## config.mk

```make
export PLATFORM = sky130hd
export DESIGN_NAME = tick_monitor
export DESIGN_NICKNAME = d
export VERILOG_FILES = /design/src/rtl/tick_monitor_pkg.sv /design/src/rtl/tick_interval_timer.sv /design/src/rtl/tick_monitor.sv
export SDC_FILE = /design/constraint.sdc
export NUM_CORES = 1
export LEC_CHECK = 0
export ABC_CLOCK_PERIOD_IN_PS = 2300
export CORE_MARGIN = 5
export CORE_UTILIZATION = 35
export CTS_BUF_LIST = sky130_fd_sc_hd__clkbuf_8
export CTS_CLUSTER_SIZE = 8
export DETAILED_ROUTE_END_ITERATION = 10
export GPL_ROUTABILITY_DRIVEN = 0
export GPL_TIMING_DRIVEN = 0
export SYNTH_ARGS = -nofsm -noshare
export SYNTH_HDL_FRONTEND = slang
export SYNTH_SLANG_ARGS = --single-unit
```

## constraint.sdc

```tcl
create_clock -name clk -period 2.3 [get_ports clk]
set_input_delay 0.345 -clock clk [delete_from_list [all_inputs] [get_ports clk]]
set_output_delay 0.345 -clock clk [all_outputs]
set_load 0.03 [all_outputs]
```

## src/rtl/tick_monitor_pkg.sv

```systemverilog
// Shared types and default constants for the tick monitor.
// Optional build macro: TICK_MONITOR_STICKY_EN (see tick_monitor.sv).
package tick_monitor_pkg;

    typedef enum logic [1:0] {
        IDLE,
        ACQ,
        LOCKED,
        FAULT
    } tm_state_e;

    localparam int DEF_PERIOD = 20001;
    localparam int DEF_TOL    = 2;
    localparam int DEF_LOCK_N = 4;
    localparam int DEF_CBITS  = 16;

    // Bits needed to hold a count from 0 up to n inclusive.
    function automatic int cnt_width(input int n);
        return (n < 1) ? 1 : $clog2(n + 1);
    endfunction

endpackage

```

## src/rtl/tick_interval_timer.sv

```systemverilog
// Saturating tick-to-tick interval timer with window compare.
// Judges the running interval on each tick and flags a missed tick.
module tick_interval_timer
    import tick_monitor_pkg::*;
#(
    parameter int PERIOD = DEF_PERIOD,
    parameter int TOL    = DEF_TOL,
    parameter int CBITS  = DEF_CBITS
) (
    input  logic             clk,
    input  logic             rst,
    input  logic             tick_i,
    input  logic             arm_i,
    output logic [CBITS-1:0] gap_o,
    output logic             early_hit_o,
    output logic             good_hit_o,
    output logic             late_hit_o
);

    // Window bounds in one extra bit so a low bound never underflows.
    localparam logic [CBITS:0] LO_V =
        (PERIOD > TOL) ? (CBITS+1)'(PERIOD - TOL) : '0;
    localparam logic [CBITS:0] HI_V   = (CBITS+1)'(PERIOD + TOL);
    localparam logic [CBITS:0] LATE_V = HI_V + (CBITS+1)'(1);

    logic [CBITS-1:0] timer_q, timer_d;
    logic [CBITS-1:0] gap_q, gap_d;
    logic [CBITS:0]   tmr_ext;

    assign tmr_ext = {1'b0, timer_q};

    // Timer restarts at 1 on a tick, otherwise counts up and saturates.
    always_comb begin
        timer_d = timer_q;
        if (tick_i) begin
            timer_d = CBITS'(1);
        end else if (timer_q != '1) begin
            timer_d = timer_q + CBITS'(1);
        end
    end

    // Capture the measured interval only once a previous tick exists.
    always_comb begin
        gap_d = gap_q;
        if (tick_i && arm_i) begin
            gap_d = timer_q;
        end
    end

    // Timer and captured gap registers.
    always_ff @(posedge clk) begin
        if (rst) begin
            timer_q <= '0;
            gap_q   <= '0;
        end else begin
            timer_q <= timer_d;
            gap_q   <= gap_d;
        end
    end

    // Window classification; a tick on the overdue cycle wins over late.
    always_comb begin
        early_hit_o = tick_i && (tmr_ext < LO_V);
        good_hit_o  = tick_i && (tmr_ext >= LO_V) && (tmr_ext <= HI_V);
        late_hit_o  = !tick_i && (tmr_ext == LATE_V);
    end

    assign gap_o = gap_q;

endmodule

```

## src/rtl/tick_monitor.sv

```systemverilog
// Tick period monitor: acquires lock on a periodic tick and flags faults.
// Build macro TICK_MONITOR_STICKY_EN: FAULT is held until reset.
module tick_monitor
    import tick_monitor_pkg::*;
#(
    parameter int PERIOD = DEF_PERIOD,
    parameter int TOL    = DEF_TOL,
    parameter int LOCK_N = DEF_LOCK_N,
    parameter int CBITS  = DEF_CBITS
) (
    input  logic             clk,
    input  logic             rst,
    input  logic             tick_i,
    input  logic             err_i,
    output logic             locked,
    output logic             fault,
    output logic             early,
    output logic             late,
    output logic [CBITS-1:0] gap,
    output logic [15:0]      tick_cnt
);

    localparam int GW = cnt_width(LOCK_N);
    localparam logic [GW-1:0] LOCK_V = GW'(LOCK_N);

    tm_state_e state_q, state_d;
    logic [GW-1:0] good_q, good_d;
    logic [GW-1:0] good_inc;
    logic [15:0]   tick_cnt_q, tick_cnt_d;
    logic          early_q, early_d;
    logic          late_q, late_d;
    logic          armed;
    logic          early_hit, good_hit, late_hit;

    assign armed    = (state_q != IDLE);
    assign good_inc = good_q + GW'(1);

    tick_interval_timer #(
        .PERIOD (PERIOD),
        .TOL    (TOL),
        .CBITS  (CBITS)
    ) u_timer (
        .clk         (clk),
        .rst         (rst),
        .tick_i      (tick_i),
        .arm_i       (armed),
        .gap_o       (gap),
        .early_hit_o (early_hit),
        .good_hit_o  (good_hit),
        .late_hit_o  (late_hit)
    );

    // Lock/fault state machine and good-interval counter.
    always_comb begin
        state_d = state_q;
        good_d  = good_q;
        unique case (state_q)
            IDLE: begin
                if (tick_i) begin
                    state_d = ACQ;
                    good_d  = '0;
                end
            end
            ACQ: begin
                if (err_i) begin
                    state_d = FAULT;
                    good_d  = '0;
                end else if (good_hit) begin
                    if (good_inc >= LOCK_V) begin
                        state_d = LOCKED;
                        good_d  = '0;
                    end else begin
                        good_d = good_inc;
                    end
                end else if (early_hit) begin
                    good_d = '0;
                end else if (late_hit) begin
                    state_d = IDLE;
                    good_d  = '0;
                end
            end
            LOCKED: begin
                if (err_i || early_hit || late_hit) begin
                    state_d = FAULT;
                    good_d  = '0;
                end
            end
            FAULT: begin
`ifdef TICK_MONITOR_STICKY_EN
                state_d = FAULT;
`else
                if (tick_i && !err_i) begin
                    state_d = ACQ;
                    good_d  = '0;
                end
`endif
            end
            default: begin
                state_d = IDLE;
                good_d  = '0;
            end
        endcase
    end

    // Event pulses and the free-running tick counter.
    always_comb begin
        early_d    = early_hit && armed;
        late_d     = late_hit && armed;
        tick_cnt_d = tick_cnt_q + {15'd0, tick_i};
    end

    // State and output registers.
    always_ff @(posedge clk) begin
        if (rst) begin
            state_q    <= IDLE;
            good_q     <= '0;
            tick_cnt_q <= '0;
            early_q    <= 1'b0;
            late_q     <= 1'b0;
        end else begin
            state_q    <= state_d;
            good_q     <= good_d;
            tick_cnt_q <= tick_cnt_d;
            early_q    <= early_d;
            late_q     <= late_d;
        end
    end

    assign locked   = (state_q == LOCKED);
    assign fault    = (state_q == FAULT);
    assign early    = early_q;
    assign late     = late_q;
    assign tick_cnt = tick_cnt_q;

endmodule

```

Yosys cells after proc, flatten, opt, wreduce, memory -nomap -nowiden
Index checks and enable logic that the tools add are counted.
{ "word_totals": {"register_bits": 55, "input_bits": 4, "output_inout_bits": 36} }
{ "op_classes": {"add_sub_neg": 3, "order_cmp": 4, "n_eq_ne": 12, "n_mux": 20, "reduce_logical": 18} }
{ "ops": {"columns": ["op", "count"], "rows": [
  ["$mux W3", 8],
  ["$add A16 B1 Y16", 1],
  ["$add A16 B1 Y16 const B", 1],
  ["$eq A16 B15 Y1 const B", 1],
  ["$ge A16 B15 Y1 const B", 1],
  ["$le A16 B15 Y1 const B", 1],
  ["$lt A16 B15 Y1 const B", 1],
  ["$mux W2", 8],
  ["$ne A16 B16 Y1 const B", 1],
  ["$ne A4 B4 Y1 const B", 3],
  ["$pmux W3 S4", 1],
  ["$logic_and A1 B1 Y1", 8],
  ["$pmux W2 S4", 1],
  ["$reduce_and A6 Y1", 1],
  ["$ne A5 B5 Y1 const B", 1],
  ["$eq A2 B2 Y1 const B", 2],
  ["$ne A2 B1 Y1 const B", 2],
  ["$reduce_and A4 Y1", 1],
  ["$reduce_bool A2 Y1", 2],
  ["$add A3 B1 Y3 const B", 1],
  ["$ge A3 B3 Y1 const B", 1],
  ["$eq A2 B1 Y1 const B", 1],
  ["$logic_not A1 Y1", 2],
  ["$logic_not A2 Y1", 1],
  ["4 further kinds", 6]
]} }

Longest topological paths before layout
Gate-level depths: netlist of run 1.
{ "depth": {"word_depth": 7, "depth_mapped": 8} }

Cells and area by module
Synthesis of run 1 repeated with hierarchy kept, for this count alone.
{ "hier_totals": {"hier_cells": 311, "hier_area_um2": 2640.0} }
{ "modules_own_cells": {"columns": ["mod", "instances", "cells_per_inst", "area_per_inst_um2", "seq_area_each_um2"], "rows": [
  ["tick_interval_timer", 1, 186, 1516.5, 640.6],
  ["tick_monitor", 1, 125, 1123.6, 460.4]
]} }

Worst setup path after synthesis of run 1
Ideal clock, no wire load.
{ "synth_timing": {"kind": "reg-to-reg", "from": "register u_timer.timer_q[0]", "to": "register state_q[1]", "setup_time_ps": 71, "arrival_ps": 2281, "slack_ps": -52, "path_stages_with_launch": 8, "path_buffers": 0, "cell_sequence": "dfxtp_1 -> ha_1 -> and4_1 -> a221oi_2 -> o211ai_1 -> a221o_1 -> or4b_1 -> a21oi_1"} }
{ "synth_via": {"elab_chain_len": 6} }
{ "synth_rtl": {"columns": ["item", "line_no", "rtl"], "rows": [
  ["start, declared", "tick_interval_timer.sv:26", "logic [CBITS-1:0] timer_q, timer_d;"],
  ["start signal, assigned", "tick_interval_timer.sv:56", "timer_q <= timer_d;"],
  ["$ge A16 B15 Y1 / $lt A16 B15 Y1 (equally long branches)", "tick_interval_timer.sv:64, tick_interval_timer.sv:63", null],
  ["$logic_and A1 B1 Y1 (on tied branches)", "tick_interval_timer.sv:64, tick_interval_timer.sv:63", null],
  ["$logic_and A1 B1 Y1 / $logic_or A1 B1 Y1 (equally long branches)", "tick_interval_timer.sv:64, tick_monitor.sv:83", null],
  ["$mux W2 / $logic_or A1 B1 Y1 (equally long branches)", "tick_monitor.sv:68, tick_monitor.sv:83", null],
  ["$mux W2 / $ne A2 B1 Y1 (equally long branches)", null, null],
  ["$pmux W2 S4 / $reduce_and A6 Y1 (equally long branches)", null, null],
  ["end signal, assigned", "tick_monitor.sv:121", "state_q <= state_d;"],
  ["end, declared", "tick_monitor.sv:26", "tm_state_e state_q, state_d;"]
]} }
Parallel ways exist; a longest one is shown, timed or not.
A chain may end at the register's enable or synchronous reset.

Worst setup path after layout of run 1
{ "layout_timing": {"from": "register u_timer.timer_q[14]", "to": "register state_q[1]"} }
The elaborated chain is that of the path after synthesis.

==> impl_metrics.tcl, run 1 <==
set metrics [dict create \
    die_h_um 96.3 \
    cts_tree "yes" \
    cellPowerDensity_mw_per_mm2 512 \
    die_width_um 96.3 \
    avgRoutedWirePerCell_um 13.9 \
    mostFrequentLayoutCells "dfxtp_1 (46), nand2_1 (43), clkdlybuf4s50_1 (39)" \
    vias 2272 \
    min_path_type "flop to flop" \
    p_int_mw 1.26 \
    fin_hold_ws_ns 0.459 \
    violations "setup timing" \
    core_region_area_mm2 0.00725 \
    portBuffers 39 \
    path_delay_family "simple AND/OR/NAND/NOR gates" \
    setup_ws_ns -0.0247 \
    power.share.combinational 0.110 \
    period_share 1.01 \
    syn_inst 302 \
    nNetsFinal 369 \
    drive_gt1_frac 0.146 \
    relSlewSlack 0.626 \
    worst_ep_required_time_ns 2.55 \
    finalHoldViolations 0 \
    grt_max_degree 20 \
    antenna_found_initial 0 \
    ys_seq_elements 55 \
    cap_violations 0 \
    rsz0062_at_grt "true" \
    ys_warn_count 0 \
    dieArea_mm2 0.00927 \
    cts_root_buf "clkbuf_8" \
    ys_seq_area_frac 0.423 \
    period_needed_ns 2.32 \
    grt_pass1_wl_um 10500 \
    status "finished, violations left" \
    maxClockFrequency_mhz 430 \
    dr.pass1.iters 4 \
    hpwl_um 4470 \
    grt_usage 0.144 \
    drc 0 \
    cts.sinks 55 \
    startpoint_type "flop" \
    viasPerCell 4.98 \
    finalSetupViolations 1 \
    switchingPower_mw 0.464 \
    htree_num_levels 2 \
    clock_latency_ns 0.32 \
    cts.path.max_buffers 2 \
    critical_path.max_fanout 8 \
    drv_slew 0 \
    leakagePower_nw 1.22 \
    timing.rr.end "state_q[1]" \
    rrSetupSlack_ns -0.02 \
    netlist_area_mm2 0.00260 \
    switching_share 0.269 \
    ant_nets 0 \
    syn_nets 315 \
    timing.rr.start "u_timer.timer_q[14]" \
    finalPower_mw 1.73 \
    pwr-share-clk 0.327 \
    cp-end-kind "flop" \
    overflow 0 \
    drt_iter0_drc 189 \
    syn_area_per_cell_um2 8.63 \
    worst-path-buf-inv 0 \
    rows 31 \
    start_util 0.359 \
    cp_slowest_stage_delay_ns 0.52 \
    worst_pin_slew_ns 0.562 \
    seqPwrFrac 0.563 \
    grt_pass1_vias 2152 \
    syn_to_final_growth_pct 29.7 \
    cts_buffers 5 \
    crit_path_top_delay_cell "dfxtp_1" \
    skew_ns 0.00814 \
    synth.distinct_cells 47 \
    critPathArrivalTime_ns 2.57 \
    ctsHoldBuffers 0 \
    drt_wl_total_um 6340 \
    path_clk_slew_ns 0.11 \
    pre_cts_slack_ns -0.280 \
    ios 40 \
    ir_drop_uv 377 \
    min_to "u_timer.gap_o[13]" \
    reg2reg_depth 6 \
    path_class "flop to flop" \
    final_common_cell "dfxtp_1" \
    whs_path_depth 2 \
    diodes 0 \
    min_from "u_timer.gap_o[13]" \
    crit_chain "and4_2 -> nand4_1 -> and3b_2 -> a221o_1 -> or4b_1 -> a21oi_1" \
]
## worst reg2reg max path, cell delays in order (launching register included)
cell and delay (ns):
dfxtp_1 0.52, and4_2 0.37, nand4_1 0.14, and3b_2 0.24, a221o_1 0.39, or4b_1 0.49
a21oi_1 0.13
## logic make-up after synthesis
family,after synthesis,share of synthesized area
AO/OA/AOI/OAI,43,0.112
XOR/XNOR,26,0.0874
multiplexers,3,0.0115
flip-flops,55,0.423
buffers and inverters,24,0.0418
adder cells (fa/ha/maj),9,0.0432
AND/OR/NAND/NOR,142,0.281
## metal layers
layer / routed length [um] / part of all wire / global-route usage
met1: 3170 / 0.50 / 0.203
met4: 85 / 0.013 / 0.0533
met5: 0 / 0 / 0
met3: 256 / 0.040 / 0.0250
met2: 2840 / 0.45 / 0.217
## state kept, by name, summed over array words and instances (netlist names)
name             cells
tick_cnt            16
u_timer.gap_o       16
u_timer.timer_q     16
good_q               3
state_q              2
early                1
late                 1
## how the worst max path moves through the flow
stage | start | end | slack (ns) | depth (start not counted)
2_1_floorplan | u_timer.timer_q[6] | state_q[1] | 0.002 | 7
3_3_place_gp | tick_i | state_q[1] | -0.29 | 7
3_5_place_dp | tick_i | state_q[1] | -0.28 | 7
4_1_cts | u_timer.timer_q[6] | state_q[1] | 0.0005 | 6
5_1_grt | u_timer.timer_q[6] | state_q[1] | -0.11 | 6
6_report | u_timer.timer_q[14] | state_q[1] | -0.02 | 6
## through the flow
stage                     instances  utilization  cell area (um2)  setup TNS [ns]
after CTS                       455        0.462             3350               0
after floorplan                 302            -             2620               0
after global placement          440        0.432             3130          -0.338
after detailed placement        440        0.432             3130          -0.315
final                           456        0.466             3380         -0.0247
after global routing            456        0.466             3380          -0.113
## area by class of cell
class	count	area [um2]
fill	730	3870
multi-input combinational	223	1460
sequential	55	1120
timing repair buffer	52	495
tap	99	124
clock buffer	5	68.8
buffer	14	58.8
clock inverter	3	27.5
inverter	5	18.8
## power by group through the flow
stage          sequential (mW)  clock [mW]  combinational, mW
2_1_floorplan             1.01           0              0.109
3_3_place_gp             0.998           0              0.172
3_5_place_dp             0.998           0              0.173
4_1_cts                  0.973       0.587              0.187
5_1_grt                  0.976       0.639              0.213
6_report                 0.973       0.566              0.191
## cell usage after synthesis (all sizes together)
library cell	n	area, um2
or4b	1	10.0
and3	7	45.1
nor2	33	124
nor3b	2	15.0
nor4	2	18.8
nand4	10	62.6
o21ai	6	30.0
a221oi	1	15.0
mux2i	3	30.0
o21a	2	15.0
or4	2	18.8
a221o	1	10.0
xnor2	6	52.6
clkbuf	13	48.8
a31oi	5	37.5
and3b	2	17.5
nor3	3	15.0
nand3	13	65.1
nand2b	3	18.8
buf	6	41.3
a2111oi	1	27.5
nor2b	4	25.0
and2	3	18.8
a211oi	1	12.5
a21oi	22	110
xor2	20	175
or2	1	6.26
nor4bb	1	10.0
o311a	1	11.3
dfxtp	55	1100
o211ai	2	15.0
nand2	44	165
a211o	1	8.76
or3	1	6.26
nand4b	1	8.76
ha	9	113
and4b	2	20.0
and4	7	61.3
inv	5	18.8
## what timing repair did
action                     in CTS  in global routing
buffers inserted               12                  1
pin swaps                      10                  4
setup endpoints to repair       3                 10
gates resized for setup        19                  8
Power figures use the tool's default switching activity.
==> run 2: changes to the inputs <==
--- a/config.mk
+++ b/config.mk
@@ -5,7 +5,7 @@
 export SDC_FILE = /design/constraint.sdc
 export NUM_CORES = 1
 export LEC_CHECK = 0
-export ABC_CLOCK_PERIOD_IN_PS = 2300
+export ABC_CLOCK_PERIOD_IN_PS = 2800
 export CORE_MARGIN = 5
 export CORE_UTILIZATION = 35
 export CTS_BUF_LIST = sky130_fd_sc_hd__clkbuf_8
==> constraint.sdc (replaced) <==
create_clock -name clk -period 2.8 [get_ports clk]
set_input_delay 0.42 -clock clk [delete_from_list [all_inputs] [get_ports clk]]
set_output_delay 0.42 -clock clk [all_outputs]
set_load 0.03 [all_outputs]
==> run 2 against run 1 <==
Against the previous run:
- via count fell by 2.8%
- largest power group unchanged
- register-to-register slack improved by 0.19 ns
- combinational power fell by 27%
- the flow now finishes without violations
- clock power fell by 20%
- largest cell class unchanged
- critical endpoint unchanged
- maximum frequency fell by 12%
- flip-flop and latch count did not move
- first-iteration DRC count fell by 74%
- clock-buffer cell count did not move
- highest routed layer unchanged
==> impl_metrics.tcl, run 2 (synthesis results as in run 1) <==
set metrics [dict create \
    status "finished clean" \
    cellPowerDensity_mw_per_mm2 431 \
    rows 31 \
    reg2reg_depth 7 \
    final_common_cell "dfxtp_1" \
    cts_tree "yes" \
    start_util 0.359 \
    rrSetupSlack_ns 0.17 \
    drc 0 \
    syn_to_final_growth_pct 24.4 \
    min_from "u_timer.gap_o[8]" \
    setup_ws_ns 0.169 \
    drt_iter0_drc 50 \
    crit_path_top_delay_cell "or4b_1" \
    cp_slowest_stage_delay_ns 0.51 \
    cap_violations 0 \
    mostFrequentLayoutCells "dfxtp_1 (55), nand2_1 (44), clkdlybuf4s50_1 (39)" \
    timing.rr.end "state_q[1]" \
    startpoint_type "flop" \
    dr.pass1.iters 4 \
    finalHoldViolations 0 \
    cts.path.max_buffers 2 \
    core_region_area_mm2 0.00725 \
    htree_num_levels 2 \
    grt_pass1_vias 2162 \
    ant_nets 0 \
    drv_slew 0 \
    viasPerCell 4.93 \
    avgRoutedWirePerCell_um 13.3 \
    p_int_mw 1.03 \
    overflow 0 \
    cts_post_setup_buffers_inserted 0 \
    clock_latency_ns 0.31 \
    crit_end "state_q[1]" \
    min_path_type "flop to flop" \
    grt_pass1_wl_um 10300 \
    grt_max_degree 20 \
    period_needed_ns 2.63 \
    power.share.combinational 0.100 \
    fin_setup_tns_ns 0 \
    die_width_um 96.3 \
    relSlewSlack 0.659 \
    drive_gt1_frac 0.0659 \
    worst_ep_required_time_ns 3.04 \
    critPathArrivalTime_ns 2.87 \
    crit_cells 7 \
    path_class "flop to flop" \
    worst-path-buf-inv 0 \
    seqPwrFrac 0.574 \
    dieArea_mm2 0.00927 \
    cts_root_buf "clkbuf_8" \
    die_h_um 96.3 \
    worst_pin_slew_ns 0.512 \
    nNetsFinal 361 \
    path_delay_family "compound AO/OA/AOI/OAI gates" \
    critical_path.max_fanout 6 \
    timing.rr.start "u_timer.timer_q[1]" \
    cp-end-kind "flop" \
    portBuffers 39 \
    postPlaceCellArea_mm2 0.00312 \
    finalSetupViolations 0 \
    pwr-share-clk 0.325 \
    antenna_found_initial 0 \
    fin_util 0.447 \
    cts.sinks 55 \
    skew_ns 0.0108 \
    pre_cts_slack_ns 0.180 \
    whs_path_depth 2 \
    cp-startpoint "u_timer.timer_q[1]" \
    switching_share 0.262 \
    fin_area_mm2 0.00324 \
    hpwl_um 4550 \
    leakagePower_nw 1.17 \
    rsz0062_at_grt "false" \
    ios 40 \
    maxClockFrequency_mhz 380 \
    grt_usage 0.142 \
    cts_buffers 5 \
    vias 2208 \
    diodes 0 \
    drt_wl_total_um 5950 \
    crit_chain "ha_1 -> and4_1 -> a221oi_4 -> o211ai_1 -> a221o_1 -> or4b_1 -> a21oi_1" \
    ir_drop_uv 236 \
    path_clk_slew_ns 0.10 \
    switchingPower_mw 0.366 \
    period_share 0.940 \
]
## run 2: cell types whose count changed in the layout (fill, tap and decap cells not counted), moves of 2 or more
cell / delta
and4_1: +2
buf_4: -12
clkbuf_1: +3
dfxtp_1: +9
dfxtp_2: -5
dfxtp_4: -4
ha_1: +2
## run 2: cell type report
cell class,count,area (um2)
Buffer,19,90.1
Clock buffer,5,68.8
Clock inverter,3,27.5
Fill cell,761,4010
Inverter,5,18.8
Multi-Input combinational cell,223,1420
Sequential cell,55,1100
Tap cell,99,124
Timing Repair Buffer,39,390
## run 2: timing repair
item / 4_1_cts / 5_1_grt
setup endpoints to repair: 0 / 1
hold buffers: 0 / 0
gates resized for setup: 0 / 3
## run 2: how the worst min path moves through the flow
stage / end
2_1_floorplan: good_q[1]
3_3_place_gp: u_timer.gap_o[15]
3_5_place_dp: u_timer.gap_o[14]
4_1_cts: u_timer.gap_o[14]
5_1_grt: u_timer.gap_o[12]
6_report: u_timer.gap_o[8]
## run 2: power by group through the flow
stage,registers [mW],clock network (mW),logic (mW)
after floorplan,0.828,0,0.0882
after global placement,0.820,0,0.140
after detailed placement,0.820,0,0.141
after CTS,0.802,0.474,0.142
after global routing,0.804,0.517,0.161
final,0.802,0.454,0.140
## run 2: per-layer routing
metal / vias to the layer above / share of wire / track usage
met5: - / 0 / 0
met4: 0 / 0.0079 / 0.0355
met3: 4 / 0.044 / 0.0305
met2: 37 / 0.45 / 0.226
met1: 1031 / 0.50 / 0.193
li1: 1136 / - / -
## run 2: tightest hold or removal path, delay by kind of cell (launching register included)
family	cells	cell delay, ns
compound gates	1	0.05
flops	1	0.32
simple gates	1	0.05
## run 2: metrics by stage
| step | instances | hold WS [ns] | power [mW] |
|---|---|---|---|
| final | 448 | 0.462 | 1.40 |
| after global routing | 448 | 0.484 | 1.48 |
| after CTS | 448 | 0.464 | 1.42 |
| after detailed placement | 440 | 0.450 | 0.961 |
| after global placement | 440 | 0.446 | 0.959 |
| after floorplan | 302 | 0.452 | 0.917 |
